--- config.mk ---
export PLATFORM = sky130hd
export DESIGN_NAME = sine_lut_scheduler_flat
export DESIGN_NICKNAME = d
export VERILOG_FILES = /design/src/rtl/sine_lut_scheduler_if.sv /design/src/rtl/sine_lut_scheduler.sv /design/src/flat_wrapper.sv
export SDC_FILE = /design/constraint.sdc
export NUM_CORES = 1
export LEC_CHECK = 0
export ABC_AREA = 1
export CAP_MARGIN = 20
export CORE_MARGIN = 5
export CORE_UTILIZATION = 50
export DETAILED_ROUTE_END_ITERATION = 6
export HOLD_SLACK_MARGIN = 0.08
export PLACE_DENSITY = 0.78
export SETUP_SLACK_MARGIN = 0.2
export SKIP_LAST_GASP = 1
export SLEW_MARGIN = 30
export SYNTH_ARGS = -nofsm -noshare
export SYNTH_HDL_FRONTEND = slang
export SYNTH_SLANG_ARGS = --single-unit
--- constraint.sdc ---
create_clock -name clk -period 3.6 [get_ports clk]
set_input_delay 0.72 -clock clk [delete_from_list [all_inputs] [get_ports clk]]
set_output_delay 0.72 -clock clk [all_outputs]
set_load 0.01 [all_outputs]
--- src/rtl/sine_lut_scheduler_if.sv ---
// Signal bundle between the sample-rate timebase / sine LUT side (master)
// and the sine LUT scheduler (slave). The master also returns LUT read data.
interface sine_lut_scheduler_if #(
    parameter int NUM_CH  = 4,
    parameter int PHASE_W = 32,
    parameter int ADDR_W  = 10,
    parameter int DATA_W  = 16
);
    logic                      sample_tick;
    logic                      phase_sync;
    logic [NUM_CH-1:0]         ch_en;
    logic [NUM_CH*PHASE_W-1:0] freq_word;
    logic [ADDR_W-1:0]         lut_addr;
    logic [DATA_W-1:0]         lut_data;
    logic [NUM_CH*DATA_W-1:0]  ch_sample;
    logic                      frame_valid;
    logic                      busy;
    logic                      overrun;

    modport master (
        output sample_tick, phase_sync, ch_en, freq_word, lut_data,
        input  lut_addr, ch_sample, frame_valid, busy, overrun
    );

    modport slave (
        input  sample_tick, phase_sync, ch_en, freq_word, lut_data,
        output lut_addr, ch_sample, frame_valid, busy, overrun
    );
endinterface

--- src/rtl/sine_lut_scheduler.sv ---
// Shares one registered sine LUT (1-cycle read latency) across NUM_CH NCO
// channels. Each accepted sample_tick runs a frame that issues one LUT read
// per channel in order 0..NUM_CH-1, then captures every result into a held
// per-channel sample register and pulses frame_valid.
//
// Frame timeline (tick seen in cycle 0):
//   cycle k+1     : lut_addr shows channel k (loaded at the end of cycle k)
//   cycle k+2     : lut_data for channel k, registered at the end of the cycle
//   cycle NUM_CH+1: DRAIN, last capture
//   cycle NUM_CH+2: IDLE again, frame_valid pulse, a new tick is accepted
module sine_lut_scheduler #(
    parameter int NUM_CH  = 4,
    parameter int PHASE_W = 32,
    parameter int ADDR_W  = 10,
    parameter int DATA_W  = 16
) (
    input  logic                clk,
    input  logic                reset,
    sine_lut_scheduler_if.slave bus
);
    localparam int              CH_W      = (NUM_CH > 1) ? $clog2(NUM_CH) : 1;
    localparam logic [CH_W-1:0] LAST_SLOT = CH_W'(NUM_CH - 1);

    typedef enum logic [1:0] {
        IDLE,
        ISSUE,
        DRAIN
    } state_t;

    state_t             state_q, state_d;
    logic [CH_W-1:0]    slot_q, slot_d;
    logic [PHASE_W-1:0] acc_q [NUM_CH];
    logic [PHASE_W-1:0] acc_d [NUM_CH];
    logic [ADDR_W-1:0]  lut_addr_q, lut_addr_d;
    logic               sync_pend_q, sync_pend_d;
    logic               overrun_q, overrun_d;
    logic               frame_valid_q, frame_valid_d;

    // Capture pipeline: stage 1 tracks the channel whose address is on the
    // LUT input, stage 2 the channel whose data is on the LUT output.
    logic               cap1_vld_q, cap1_vld_d;
    logic               cap1_en_q, cap1_en_d;
    logic [CH_W-1:0]    cap1_ch_q, cap1_ch_d;
    logic               cap2_vld_q;
    logic               cap2_en_q;
    logic [CH_W-1:0]    cap2_ch_q;

    logic [DATA_W-1:0]  sample_q [NUM_CH];
    logic [DATA_W-1:0]  sample_d [NUM_CH];

    logic               issue;
    logic [CH_W-1:0]    issue_ch;
    logic               clear_acc;
    logic [PHASE_W-1:0] base;
    logic [PHASE_W-1:0] freq_arr [NUM_CH];

    // Unpack the flat frequency bus into one word per channel.
    always_comb begin
        for (int k = 0; k < NUM_CH; k++) begin
            freq_arr[k] = bus.freq_word[k*PHASE_W +: PHASE_W];
        end
    end

    // FSM next-state: frame sequencing, overrun detection, phase_sync handling.
    always_comb begin
        // NOTE: every signal written here gets a default first so no path
        // leaves it unassigned, which would otherwise infer a latch.
        state_d       = state_q;
        slot_d        = slot_q;
        issue         = 1'b0;
        issue_ch      = '0;
        clear_acc     = 1'b0;
        sync_pend_d   = sync_pend_q;
        overrun_d     = overrun_q;
        frame_valid_d = 1'b0;

        // A tick while a frame is running is dropped and flagged until reset.
        if (state_q != IDLE && bus.sample_tick) begin
            overrun_d = 1'b1;
        end

        case (state_q)
            IDLE: begin
                // Clearing happens before the issue of channel 0 below, so a
                // simultaneous tick starts the frame from phase zero.
                clear_acc = bus.phase_sync;
                if (bus.sample_tick) begin
                    state_d  = ISSUE;
                    slot_d   = '0;
                    issue    = 1'b1;
                    issue_ch = '0;
                end
            end
            ISSUE: begin
                // Deferred so the running frame still sees its own phases.
                if (bus.phase_sync) begin
                    sync_pend_d = 1'b1;
                end
                if (slot_q == LAST_SLOT) begin
                    state_d = DRAIN;
                end else begin
                    slot_d   = slot_q + 1'b1;
                    issue    = 1'b1;
                    issue_ch = slot_q + 1'b1;
                end
            end
            DRAIN: begin
                clear_acc     = sync_pend_q | bus.phase_sync;
                sync_pend_d   = 1'b0;
                state_d       = IDLE;
                frame_valid_d = 1'b1;
            end
            default: begin
                state_d = IDLE;
            end
        endcase
    end

    // Accumulator update and LUT address for the channel being issued.
    always_comb begin
        for (int k = 0; k < NUM_CH; k++) begin
            acc_d[k] = clear_acc ? '0 : acc_q[k];
        end
        lut_addr_d = lut_addr_q;
        base       = clear_acc ? '0 : acc_q[issue_ch];
        cap1_vld_d = issue;
        cap1_ch_d  = issue_ch;
        cap1_en_d  = bus.ch_en[issue_ch];

        if (issue) begin
            if (bus.ch_en[issue_ch]) begin
                // Address comes from the pre-increment phase.
                lut_addr_d       = base[PHASE_W-1 -: ADDR_W];
                acc_d[issue_ch]  = base + freq_arr[issue_ch];
            end else begin
                // Disabled channel still burns its slot but reads address 0.
                lut_addr_d       = '0;
                acc_d[issue_ch]  = '0;
            end
        end
    end

    // Capture the LUT output into the sample register of the stage-2 channel.
    always_comb begin
        for (int k = 0; k < NUM_CH; k++) begin
            sample_d[k] = sample_q[k];
        end
        if (cap2_vld_q) begin
            sample_d[cap2_ch_q] = cap2_en_q ? bus.lut_data : '0;
        end
    end

    // State, accumulators, capture pipeline and outputs; synchronous reset
    // aborts any frame in flight.
    always_ff @(posedge clk) begin
        // NOTE: sequential state uses non-blocking assignments so every
        // register samples its pre-edge value regardless of statement order.
        if (reset) begin
            state_q       <= IDLE;
            slot_q        <= '0;
            lut_addr_q    <= '0;
            sync_pend_q   <= 1'b0;
            overrun_q     <= 1'b0;
            frame_valid_q <= 1'b0;
            cap1_vld_q    <= 1'b0;
            cap1_en_q     <= 1'b0;
            cap1_ch_q     <= '0;
            cap2_vld_q    <= 1'b0;
            cap2_en_q     <= 1'b0;
            cap2_ch_q     <= '0;
            // NOTE: these register arrays hold architectural state (phases and
            // visible samples), so unlike a RAM they are cleared on reset.
            for (int k = 0; k < NUM_CH; k++) begin
                acc_q[k]    <= '0;
                sample_q[k] <= '0;
            end
        end else begin
            state_q       <= state_d;
            slot_q        <= slot_d;
            lut_addr_q    <= lut_addr_d;
            sync_pend_q   <= sync_pend_d;
            overrun_q     <= overrun_d;
            frame_valid_q <= frame_valid_d;
            cap1_vld_q    <= cap1_vld_d;
            cap1_en_q     <= cap1_en_d;
            cap1_ch_q     <= cap1_ch_d;
            cap2_vld_q    <= cap1_vld_q;
            cap2_en_q     <= cap1_en_q;
            cap2_ch_q     <= cap1_ch_q;
            for (int k = 0; k < NUM_CH; k++) begin
                acc_q[k]    <= acc_d[k];
                sample_q[k] <= sample_d[k];
            end
        end
    end

    // Pack the held samples onto the flat output bus.
    always_comb begin
        bus.ch_sample = '0;
        for (int k = 0; k < NUM_CH; k++) begin
            bus.ch_sample[k*DATA_W +: DATA_W] = sample_q[k];
        end
    end

    assign bus.lut_addr    = lut_addr_q;
    assign bus.frame_valid = frame_valid_q;
    assign bus.busy        = (state_q != IDLE);
    assign bus.overrun     = overrun_q;
endmodule

--- src/flat_wrapper.sv ---
// flat-port wrapper written by rule: the top's interface ports become plain ports
module sine_lut_scheduler_flat 
#(
    parameter int NUM_CH  = 4,
    parameter int PHASE_W = 32,
    parameter int ADDR_W  = 10,
    parameter int DATA_W  = 16
)
  (clk, reset, bus_sample_tick, bus_phase_sync, bus_ch_en, bus_freq_word, bus_lut_data, bus_lut_addr, bus_ch_sample, bus_frame_valid, bus_busy, bus_overrun);
  sine_lut_scheduler_if #(.NUM_CH(NUM_CH), .PHASE_W(PHASE_W), .ADDR_W(ADDR_W), .DATA_W(DATA_W)) bus_i ();
  input  logic clk;
  input  logic reset;
  input wire logic [$bits(bus_i.sample_tick)-1:0] bus_sample_tick;
  input wire logic [$bits(bus_i.phase_sync)-1:0] bus_phase_sync;
  input wire logic [$bits(bus_i.ch_en)-1:0] bus_ch_en;
  input wire logic [$bits(bus_i.freq_word)-1:0] bus_freq_word;
  input wire logic [$bits(bus_i.lut_data)-1:0] bus_lut_data;
  output wire logic [$bits(bus_i.lut_addr)-1:0] bus_lut_addr;
  output wire logic [$bits(bus_i.ch_sample)-1:0] bus_ch_sample;
  output wire logic [$bits(bus_i.frame_valid)-1:0] bus_frame_valid;
  output wire logic [$bits(bus_i.busy)-1:0] bus_busy;
  output wire logic [$bits(bus_i.overrun)-1:0] bus_overrun;
  assign bus_i.sample_tick = bus_sample_tick;
  assign bus_i.phase_sync = bus_phase_sync;
  assign bus_i.ch_en = bus_ch_en;
  assign bus_i.freq_word = bus_freq_word;
  assign bus_i.lut_data = bus_lut_data;
  assign bus_lut_addr = bus_i.lut_addr;
  assign bus_ch_sample = bus_i.ch_sample;
  assign bus_frame_valid = bus_i.frame_valid;
  assign bus_busy = bus_i.busy;
  assign bus_overrun = bus_i.overrun;
  sine_lut_scheduler #(.NUM_CH(NUM_CH), .PHASE_W(PHASE_W), .ADDR_W(ADDR_W), .DATA_W(DATA_W)) u_core (.clk(clk), .reset(reset), .bus(bus_i));
endmodule
==> metrics.log <==
[metrics] largest cells by area after synthesis: sky130_fd_sc_hd__dfxtp_1 (39%), sky130_fd_sc_hd__nand2_1 (14%), sky130_fd_sc_hd__a21oi_1 (11%), sky130_fd_sc_hd__nand3_1 (6.2%), sky130_fd_sc_hd__a22oi_1 (4.7%)
[metrics] DPL Wire Length: 25.43 mm
[metrics] post-placement worst setup slack: -34.77 ps
[metrics] root buffer selected by CTS: sky130_fd_sc_hd__clkbuf_16
[metrics] worst hold slack across all endpoints: 403.6 ps
[metrics] clock insertion delay at the later pin of the skew report: 530 ps
[metrics] crit path time final: 3266 ps
[metrics] average wire per cell in the routed design: 17.96 microns
[metrics] setup repair after global routing missed its margin: yes
[metrics] run status: complete, no violations
[metrics] commonest cells after routing, fill and taps aside: sky130_fd_sc_hd__nand2_1 (382), sky130_fd_sc_hd__clkdlybuf4s50_1 (227), sky130_fd_sc_hd__a21oi_1 (217)
[metrics] flop and latch count out of synthesis: 217
[metrics] clock input transition at the sequential cells of the worst setup and hold paths: 60 ps
[metrics] number of H-tree levels: 1
[metrics] internal power of the cells: 0.004628 W
[metrics] final cell area excluding filler cells: 15510 sq um
[metrics] multiplexer share of the synthesized area: 0
[metrics] cell count after placement: 2081
[metrics] per-cell via count in the routed design: 5.776
[metrics] simple logic cell fraction of the synthesized area: 0.2592
[metrics] clock skew: 9.714 ps
[metrics] crit path setup slack, layout: 334.4 ps
[metrics] switching share of total power: 0.2940
[metrics] Yosys warning total: 0
[metrics] die outline area: 25310 sq um
[metrics] post-detailed-placement cell area: 14030 sq um
[metrics] Req. time, crit path: 4050 ps
[metrics] Horiz. Die Dim: 159.1 microns
[metrics] I/O Pins: 229
[metrics] area of the mapped netlist: 11120 sq um
[metrics] pin count of the biggest net entering global routing: 73
[metrics] xor/xnor share of the synthesized area: 0.009455
[metrics] buffer levels on the longest clock path: 3
[metrics] slew at the pin with the worst max-slew slack: 801.5 ps
[metrics] reg2reg start: u_core.slot_q[0]
[metrics] highest achievable clock rate: 0.3062 GHz
[metrics] Cells after Synth: 1591
[metrics] Avg Inst Size Synth: 6.987 sq um
[metrics] gp weighted congestion: 0.9195
[metrics] Worst Setup End Kind: flip-flop
[metrics] share of final-layout standard cells stronger than drive strength 1: 0.1433
[metrics] CTS tree: built
[metrics] Fin. Hold Viols: 0
[metrics] static leakage: 6.076 nW
[metrics] total grt overflow: 0
[metrics] Final Max Tran Viols: 0
[metrics] total setup violations reported at the end of the flow: 0
[metrics] initial core utilization: 0.5078
[metrics] startpoint of the most critical setup path: u_core.slot_q[0]
[metrics] total track usage: 0.2757
[metrics] path class of the lowest-slack min-delay path: reg -> reg
[metrics] wire length of the first global-routing pass: 59.53 mm
[metrics] worst-path maximum fanout: 11
[metrics] Die Y: 159.1 microns
[metrics] cell taking the most area after synthesis: sky130_fd_sc_hd__dfxtp_1
[metrics] total clock sinks: 217
[metrics] placeable core region: 21890 sq um
[metrics] setup slack of the worst register-to-register path: 330 ps
[metrics] Flop pwr share: 0.384
[metrics] total power per unit cell area: 422.8 nW/um^2
[metrics] signal arrival time at the worst endpoint: 3710 ps
[metrics] fraction of synthesized cell area taken by the top area cell type: 0.3908
[metrics] post-synthesis compound-gate area fraction: 0.2301
[metrics] Diodes inserted: 0
[metrics] total CTS buffers: 24
[metrics] antenna violations before repair: 0
[metrics] Slew Limit Headroom: 0.4657
[metrics] main combinational cell family by area after synthesis: simple AND/OR/NAND/NOR gates
[metrics] area overhead of the layout relative to synthesis: 39.50%
[metrics] Setup Crit Path Kind: reg -> reg
[metrics] Layout Cells excl Fill: 2136
[metrics] kind of launch point of the worst setup path: flip-flop
[metrics] First-pass DRT Iterations: 5
[metrics] source of the worst hold timing path: u_core.cap1_ch_q[0]
[metrics] Clk pwr share: 0.389
[metrics] count of nets after finishing: 2023
[metrics] final worst-path cycle share: 0.9071
[metrics] combinational share of power: 0.228
[metrics] vias in the first global route: 11450
[metrics] post-synthesis cell type count: 38
[metrics] number of DRC markers after the initial detailed-route iteration: 1188
[metrics] Routed Wire Length: 38.36 mm
[metrics] Antenna Violating Nets Remaining: 0
[metrics] most common cell after layout, fill and taps aside: sky130_fd_sc_hd__nand2_1
[metrics] nets in the synthesized netlist: 1776
[metrics] fraction of the mapped netlist area in adder cells: 0.03782
[metrics] max_cap viols: 0
[metrics] portion of the post-synthesis area used by sequential elements: 0.3908
[metrics] vias after detailed routing: 12340
[metrics] final setup TNS: 0 ps
[metrics] highest ir drop seen on vdd: 0.3099 mV
[metrics] reported net switching power: 0.001927 W
[metrics] port buffer count: 228
[metrics] post-detailed-route DRC marker count: 0
[metrics] site row count: 54
## metrics by stage
| stage | power (W) | util |
|---|---|---|
| final | 0.006555 | 0.7083 |
| after global routing | 0.006803 | 0.7083 |
| after floorplan | 0.003321 | - |
| after CTS | 0.006428 | 0.6819 |
| after detailed placement | 0.003901 | 0.6408 |
| after global placement | 0.003881 | 0.6408 |
## timing repair
| item | CTS | global route |
|---|---|---|
| resized for setup | 11 | 114 |
| buffers inserted | 0 | 7 |
| endpoints found under the setup margin | 78 | 105 |
| gates cloned | 1 | 3 |
| hold buffers | 0 | 0 |
| pin swaps | 0 | 33 |
## area by class of cell
| class | instances | area, sq um |
|---|---|---|
| clock inverters | 10 | 138.9 |
| multi-input cells | 1176 | 6452 |
| inverters | 105 | 421.7 |
| clock buffers | 34 | 688.2 |
| fillers | 1780 | 6385 |
| repair buffers | 314 | 3109 |
| well taps | 280 | 350.3 |
| flip-flops and latches | 217 | 4345 |
## routing by layer
layer / GRT usage / wire length [microns]
met1: 0.3677 / 15660
met2: 0.4687 / 17960
met3: 0.04893 / 3758
met4: 0.06126 / 985
met5: 0 / 0
## power by group through the flow
| stage | logic (W) | clock network (W) | registers [W] |
|---|---|---|---|
| after detailed placement | 0.00134 | 0 | 0.00256 |
| final | 0.00149 | 0.00255 | 0.00251 |
| after global placement | 0.00132 | 0 | 0.00256 |
| after global routing | 0.00161 | 0.00267 | 0.00252 |
| after floorplan | 0.000760 | 0 | 0.00256 |
| after CTS | 0.00135 | 0.00257 | 0.00251 |
## final timing paths
check	end	cells past startpoint
worst max-delay path	u_core.acc_q[3][20]	20
worst min-delay path	u_core.cap2_ch_q[0]	2
worst max register to register	u_core.acc_q[3][20]	20
worst min register to register	u_core.cap2_ch_q[0]	2
## synth_stat cells (all sizes together)
library cell / count
nand4: 3
nand3: 139
dfxtp: 217
xor2: 12
nor3b: 1
a21o: 1
fa: 1
and2: 2
nor3: 9
nand3b: 6
clkinv: 1
o22ai: 48
buf: 42
a22oi: 69
nand2: 411
inv: 104
a21oi: 245
clkbuf: 51
a21boi: 1
or2: 1
nor4: 1
nor2: 103
a31oi: 11
o21bai: 7
o21ai: 67
a211oi: 5
ha: 32
and3: 1
## sequential cells by signal (all words and copies together) (netlist names)
register and count:
u_core.sync_pend_q 1, u_core.sample_q 64, u_core.bus.lut_addr 10, u_core.bus.overrun 1
u_core.cap2_vld_q 1, u_core.bus.frame_valid 1, u_core.cap2_en_q 1, u_core.cap1_ch_q 2
u_core.state_q 2, u_core.cap1_en_q 1, u_core.slot_q 2, u_core.acc_q 128
u_core.cap1_vld_q 1, u_core.cap2_ch_q 2
## worst max-delay path: stages, from the launching register on
cell and delay, ps:
sky130_fd_sc_hd__dfxtp_1 340, sky130_fd_sc_hd__ha_2 280, sky130_fd_sc_hd__inv_2 100, sky130_fd_sc_hd__nor2_8 50, sky130_fd_sc_hd__buf_4 150, sky130_fd_sc_hd__nand2_4 100
sky130_fd_sc_hd__clkinv_8 110, sky130_fd_sc_hd__clkbuf_16 200, sky130_fd_sc_hd__a22oi_1 180, sky130_fd_sc_hd__a21oi_1 100, sky130_fd_sc_hd__ha_1 340, sky130_fd_sc_hd__nand2_1 80
sky130_fd_sc_hd__nand2_1 90, sky130_fd_sc_hd__o21bai_1 160, sky130_fd_sc_hd__nand2_1 60, sky130_fd_sc_hd__nand3b_1 230, sky130_fd_sc_hd__nand2_1 160, sky130_fd_sc_hd__nand2_1 60
sky130_fd_sc_hd__nand2_1 110, sky130_fd_sc_hd__nand3_1 100, sky130_fd_sc_hd__a21oi_1 180
## logic make-up (layout without fill, tap and decap cells)
| logic type | Yosys count | count (layout) |
|---|---|---|
| AO/OA/AOI/OAI | 454 | 454 |
| XOR/XNOR | 12 | 12 |
| adder cells (fa/ha/maj) | 33 | 33 |
| buffers and inverters | 198 | 463 |
| flip-flops | 217 | 217 |
| AND/OR/NAND/NOR | 677 | 677 |
(Power assumes the default switching activity.)
